===== src/rtl/priority_encoder_rr_pkg.sv =====
// Shared definitions for the registered priority encoder: mode codes and
// width-generic helper functions used at elaboration and in logic.
package prio_enc_pkg;

  localparam int MODE_FIXED = 0;
  localparam int MODE_RR    = 1;

  // Widest request vector f_onehot can describe; callers cast down to WIDTH.
  localparam int MAX_WIDTH = 256;

  typedef logic [MAX_WIDTH-1:0] onehot_t;

  function automatic int f_clog2(input int n);
    int r;
    r = 0;
    while ((1 << r) < n) r++;
    return r;
  endfunction

  function automatic onehot_t f_onehot(input int unsigned index);
    onehot_t r;
    r        = '0;
    r[index] = 1'b1;
    return r;
  endfunction

endpackage


===== src/rtl/priority_encoder_rr_if.sv =====
// Request/grant bundle between the request sources, the encoder and the
// single consumer. The encoder uses the slave view.
interface priority_encoder_rr_if
  import prio_enc_pkg::*;
#(
  parameter int WIDTH = 8,
  parameter int IDX_W = f_clog2(WIDTH)
);
  logic             en;
  logic [WIDTH-1:0] req;
  logic             out_ready;
  logic             out_valid;
  logic [IDX_W-1:0] idx;
  logic [WIDTH-1:0] onehot;
  logic             none;

  modport master (
    output en, req, out_ready,
    input  out_valid, idx, onehot, none
  );

  modport slave (
    input  en, req, out_ready,
    output out_valid, idx, onehot, none
  );
endinterface


===== src/rtl/priority_encoder_rr_pick.sv =====
// Combinational highest-set-bit picker: reports whether any bit is set and
// the index of the most significant one.
module prio_pick
  import prio_enc_pkg::*;
#(
  parameter int WIDTH = 8,
  parameter int IDX_W = f_clog2(WIDTH)
) (
  input  logic [WIDTH-1:0] vec_i,
  output logic             found_o,
  output logic [IDX_W-1:0] idx_o
);

  // NOTE: every output gets a default before the loop, otherwise an
  // all-zero vector leaves idx_o unassigned and a latch is inferred.
  always_comb begin
    found_o = 1'b0;
    idx_o   = '0;
    for (int i = 0; i < WIDTH; i++) begin
      if (vec_i[i]) begin
        found_o = 1'b1;
        idx_o   = IDX_W'(i);
      end
    end
  end

endmodule


===== src/rtl/priority_encoder_rr.sv =====
// Registered N-to-log2(N) priority encoder with valid/ready output and a
// fixed (highest bit wins) or round-robin priority mode.
module priority_encoder_rr
  import prio_enc_pkg::*;
#(
  parameter int WIDTH = 8,
  parameter int IDX_W = f_clog2(WIDTH),
  parameter int MODE  = MODE_FIXED
) (
  input  logic                 clk,
  input  logic                 rst,
  priority_encoder_rr_if.slave bus
);

  logic             valid_q, valid_d;
  logic [IDX_W-1:0] idx_q, idx_d;
  logic [WIDTH-1:0] onehot_q, onehot_d;
  logic             none_q, none_d;

  logic             req_any;
  logic [IDX_W-1:0] all_idx;
  logic [IDX_W-1:0] grant;
  logic             slot_free;
  logic             cap;

  prio_pick #(.WIDTH(WIDTH), .IDX_W(IDX_W)) u_pick_all (
    .vec_i   (bus.req),
    .found_o (req_any),
    .idx_o   (all_idx)
  );

  // A slot is free when nothing is held or the held grant leaves this cycle.
  assign slot_free = ~valid_q | bus.out_ready;
  assign cap       = bus.en & req_any & slot_free;
  assign none_d    = bus.en & ~req_any & slot_free;

  if (MODE == MODE_RR) begin : g_rr
    logic [IDX_W-1:0] ptr_q, ptr_d;
    logic [WIDTH-1:0] mask;
    logic             msk_found;
    logic [IDX_W-1:0] msk_idx;

    always_comb begin
      mask = '0;
      for (int i = 0; i < WIDTH; i++) mask[i] = (IDX_W'(i) <= ptr_q);
    end

    prio_pick #(.WIDTH(WIDTH), .IDX_W(IDX_W)) u_pick_msk (
      .vec_i   (bus.req & mask),
      .found_o (msk_found),
      .idx_o   (msk_idx)
    );

    assign grant = msk_found ? msk_idx : all_idx;

    // Pointer moves just below the winner, wrapping at WIDTH-1.
    always_comb begin
      ptr_d = ptr_q;
      if (cap) ptr_d = (grant == '0) ? IDX_W'(WIDTH - 1) : grant - 1'b1;
    end

    always_ff @(posedge clk) begin
      if (rst) ptr_q <= IDX_W'(WIDTH - 1);
      else     ptr_q <= ptr_d;
    end
  end else begin : g_fixed
    assign grant = all_idx;
  end

  always_comb begin
    valid_d  = valid_q;
    idx_d    = idx_q;
    onehot_d = onehot_q;
    if (cap) begin
      valid_d  = 1'b1;
      idx_d    = grant;
      onehot_d = WIDTH'(f_onehot(32'(grant)));
    end else if (valid_q && bus.out_ready) begin
      valid_d  = 1'b0;
      onehot_d = '0;
    end
  end

  // NOTE: state registers use non-blocking assignments so every flop samples
  // the pre-edge values; reset is synchronous and has priority over capture.
  always_ff @(posedge clk) begin
    if (rst) begin
      valid_q  <= 1'b0;
      idx_q    <= '0;
      onehot_q <= '0;
      none_q   <= 1'b0;
    end else begin
      valid_q  <= valid_d;
      idx_q    <= idx_d;
      onehot_q <= onehot_d;
      none_q   <= none_d;
    end
  end

  assign bus.out_valid = valid_q;
  assign bus.idx       = idx_q;
  assign bus.onehot    = onehot_q;
  assign bus.none      = none_q;

endmodule


===== src/flat_wrapper.sv =====
// flat-port wrapper written by rule: the top's interface ports become plain ports
module priority_encoder_rr_flat import prio_enc_pkg::*;
#(
  parameter int WIDTH = 8,
  parameter int IDX_W = f_clog2(WIDTH),
  parameter int MODE  = MODE_FIXED
)
  (clk, rst, bus_en, bus_req, bus_out_ready, bus_out_valid, bus_idx, bus_onehot, bus_none);
  priority_encoder_rr_if #(.WIDTH(WIDTH), .IDX_W(IDX_W)) bus_i ();
  input  logic clk;
  input  logic rst;
  input wire logic [$bits(bus_i.en)-1:0] bus_en;
  input wire logic [$bits(bus_i.req)-1:0] bus_req;
  input wire logic [$bits(bus_i.out_ready)-1:0] bus_out_ready;
  output wire logic [$bits(bus_i.out_valid)-1:0] bus_out_valid;
  output wire logic [$bits(bus_i.idx)-1:0] bus_idx;
  output wire logic [$bits(bus_i.onehot)-1:0] bus_onehot;
  output wire logic [$bits(bus_i.none)-1:0] bus_none;
  assign bus_i.en = bus_en;
  assign bus_i.req = bus_req;
  assign bus_i.out_ready = bus_out_ready;
  assign bus_out_valid = bus_i.out_valid;
  assign bus_idx = bus_i.idx;
  assign bus_onehot = bus_i.onehot;
  assign bus_none = bus_i.none;
  priority_encoder_rr #(.WIDTH(WIDTH), .IDX_W(IDX_W), .MODE(MODE)) u_core (.clk(clk), .rst(rst), .bus(bus_i));
endmodule

===== config.mk =====
export PLATFORM = sky130hd
export DESIGN_NAME = priority_encoder_rr_flat
export DESIGN_NICKNAME = d
export VERILOG_FILES = /design/src/rtl/priority_encoder_rr_pkg.sv /design/src/rtl/priority_encoder_rr_if.sv /design/src/rtl/priority_encoder_rr_pick.sv /design/src/rtl/priority_encoder_rr.sv /design/src/flat_wrapper.sv
export SDC_FILE = /design/constraint.sdc
export NUM_CORES = 1
export LEC_CHECK = 0
export CAP_MARGIN = 10
export CORE_MARGIN = 5
export CORE_UTILIZATION = 45
export CTS_BUF_LIST = sky130_fd_sc_hd__clkbuf_8
export CTS_CLUSTER_SIZE = 16
export DETAILED_ROUTE_END_ITERATION = 8
export MAX_ROUTING_LAYER = met4
export PLACE_DENSITY = 0.82
export SLEW_MARGIN = 20
export SYNTH_ARGS = -nofsm -noshare
export SYNTH_HDL_FRONTEND = slang
export SYNTH_HIERARCHICAL = 1
export SYNTH_SLANG_ARGS = --single-unit

===== constraint.sdc =====
create_clock -name clk -period 2.05 [get_ports clk]
set_input_delay 0.205 -clock clk [delete_from_list [all_inputs] [get_ports clk]]
set_output_delay 0.205 -clock clk [all_outputs]
set_load 0.1 [all_outputs]

==> metrics <==
status finished clean; Yosys cell types 19; most frequent cells in the layout buf_4 (15), a21oi_1 (14), dfxtp_1 (13); core area 0.00127 sq mm; Sink Count 13; Vias/cell 5.51; Fill cells 109; critical path endpoint category register; Worst-path clk slew 0.06 ns; sequential share of power 41.3%; Clock power frac 34.2%; RSZ-0062 raised after global routing false; CTS resizes 0; design area 860 sq um; GP Congestion 0.820; minimum clock period 1.60 ns; total wire length 1.44 mm; largest net degree at the start of global routing 14; Die Width 46.0 microns; Worst EP required 2.21 ns; wire length per cell 12.4 microns; area delta synth->final 47.1%; Setup CP Type in -> reg; Net Sw Frac 31.7%; P_int 443 uW; syn nets 86; CP startpoint kind primary input; drt first pass iters 4; total chip power 648 uW; Setup-failing EPs final 0; number of cell rows 13; post-route setup TNS 0 ns; Slew Viols, Final 0; hold slack 0.465 ns; Ports 25; Comb power frac 24.5%; initial cell density of the core 46.1%; Clock Tree Root clkbuf_8; vias in the first global route 568; Synth warnings 6; most common cell after layout, fill and taps aside buf_4; Tcrit/Tclk final 77.9%; Achievable Freq 0.626 GHz; final net count 114; HP Class reg -> reg; Max-cap violations 0; initial antenna violation count 0; share of cells above drive strength 1 17.8%; Seq cells post-synth 13; Worst EP arrival 1.76 ns; Placed Instance Area 815 sq um; Sw Pwr 205 uW; Antenna diodes 0; Leak Pwr 0.000344 uW; Iteration-0 DRC Markers 11; CP max FO 6; synthesized netlist cell count 74; PwrDens 754 mW/mm^2; Die ar. 0.00212 sq mm; Vias 639; CTS max path bufs 2; PortBufs 24; Vert. Die Dim 46.0 microns; cts bufs inserted 3; postcts setup bufs 0; # DRC 0; hpwl dp 1.10 mm; Seq/Total Area, Yosys 44.5%; Final Skew 0.00364 ns; Routed Antenna Nets 0; first-pass GRT wire length 2.30 mm; total grt overflow 0; Slew headroom 70.6%; CTS tree built; VDD IR max 0.000402 V; CTS HTree Levels 1; Tot GR Track Use 15.0%; # hold bufs at CTS 0; worst skew pair latency 0.24 ns; Hold Vio Cnt, Final 0; syn avg cell area 7.90 sq um; worst slew pin tran 0.439 ns; cell area after synthesis 584 sq um
## area by class of cell
cell class	count	area [sq um]	area share (%)
Tap cell	15	18.8	2.18
Timing Repair Buffer	26	223	25.9
Clock inverter	1	3.75	0.437
Sequential cell	13	260	30.3
Multi-Input combinational cell	56	305	35.5
Inverter	2	7.51	0.873
Clock buffer	3	41.3	4.80
## stage by stage
step	util (%)	setup slack (ns)	cells
after floorplan	-	0.388	74
after global placement	64.2	0.250	112
after detailed placement	64.2	0.206	112
after CTS	67.8	0.449	116
after global routing	67.8	0.329	116
final	67.8	0.453	116
## worst paths after layout
path                                           start              endpoint  slack, ns  cells after the start
worst max-delay path                      bus_req[4]  u_core/bus.onehot[7]       0.45                      6
worst min-delay path            u_core/bus.onehot[5]  u_core/bus.onehot[5]       0.46                      2
worst max register to register  u_core/bus.out_valid  u_core/bus.onehot[7]       0.78                      3
worst min register to register  u_core/bus.onehot[5]  u_core/bus.onehot[5]       0.46                      2
## critical path, stage by stage
cell             delay, ns
clkdlybuf4s50_1       0.50
nor2_1                0.06
nand4_1               0.15
nand2_1               0.16
or4b_1                0.52
a21oi_1               0.15
## synth_stat cells
library cell | count | area (sq um)
or4b_1 | 1 | 10.0
a21oi_1 | 14 | 70.1
nand4b_1 | 3 | 26.3
nand2_1 | 5 | 18.8
nand4_1 | 4 | 25.0
nor3_1 | 1 | 5.00
nand3b_1 | 1 | 7.51
clkbuf_1 | 3 | 11.3
inv_1 | 1 | 3.75
nand3_1 | 11 | 55.1
nand2b_1 | 1 | 6.26
clkinv_1 | 1 | 3.75
nor2_1 | 5 | 18.8
o31ai_1 | 2 | 15.0
and2_1 | 1 | 6.26
nor2b_1 | 3 | 18.8
or4_1 | 1 | 7.51
o21ai_0 | 3 | 15.0
dfxtp_1 | 13 | 260
## flip-flops by register name, summed over array words and instances, names as in the netlist
name                  flops
u_core/bus.idx            3
u_core/bus.none           1
u_core/bus.onehot         8
u_core/bus.out_valid      1
## power groups by stage
stage	Sequential [uW]	Combinational [uW]	Clock, uW
detailed placement	273	159	0
global placement	273	157	0
global route	269	169	233
CTS	268	159	222
finish	267	159	222
floorplan	340	39.3	0
## metal layers
layer / share of wire [%] / vias to the layer above / GRT usage [%]
li1: - / 325 / -
met1: 43 / 294 / 16.5
met2: 49 / 18 / 26.4
met3: 6.5 / 2 / 1.58
met4: 1.2 / 0 / 6.82
met5: 0 / - / -
## kinds of logic (layout without fill, tap and decap cells)
group                  Yosys count  count (layout)  synth area share [%]
and+or+nand+nor                 37              37                  35.1
DFF                             13              13                  44.5
AOI/OAI and AO/OA               19              19                  17.1
buffers and inverters            5              32                  3.21
No activity file was read; power rests on OpenSTA's default activity.
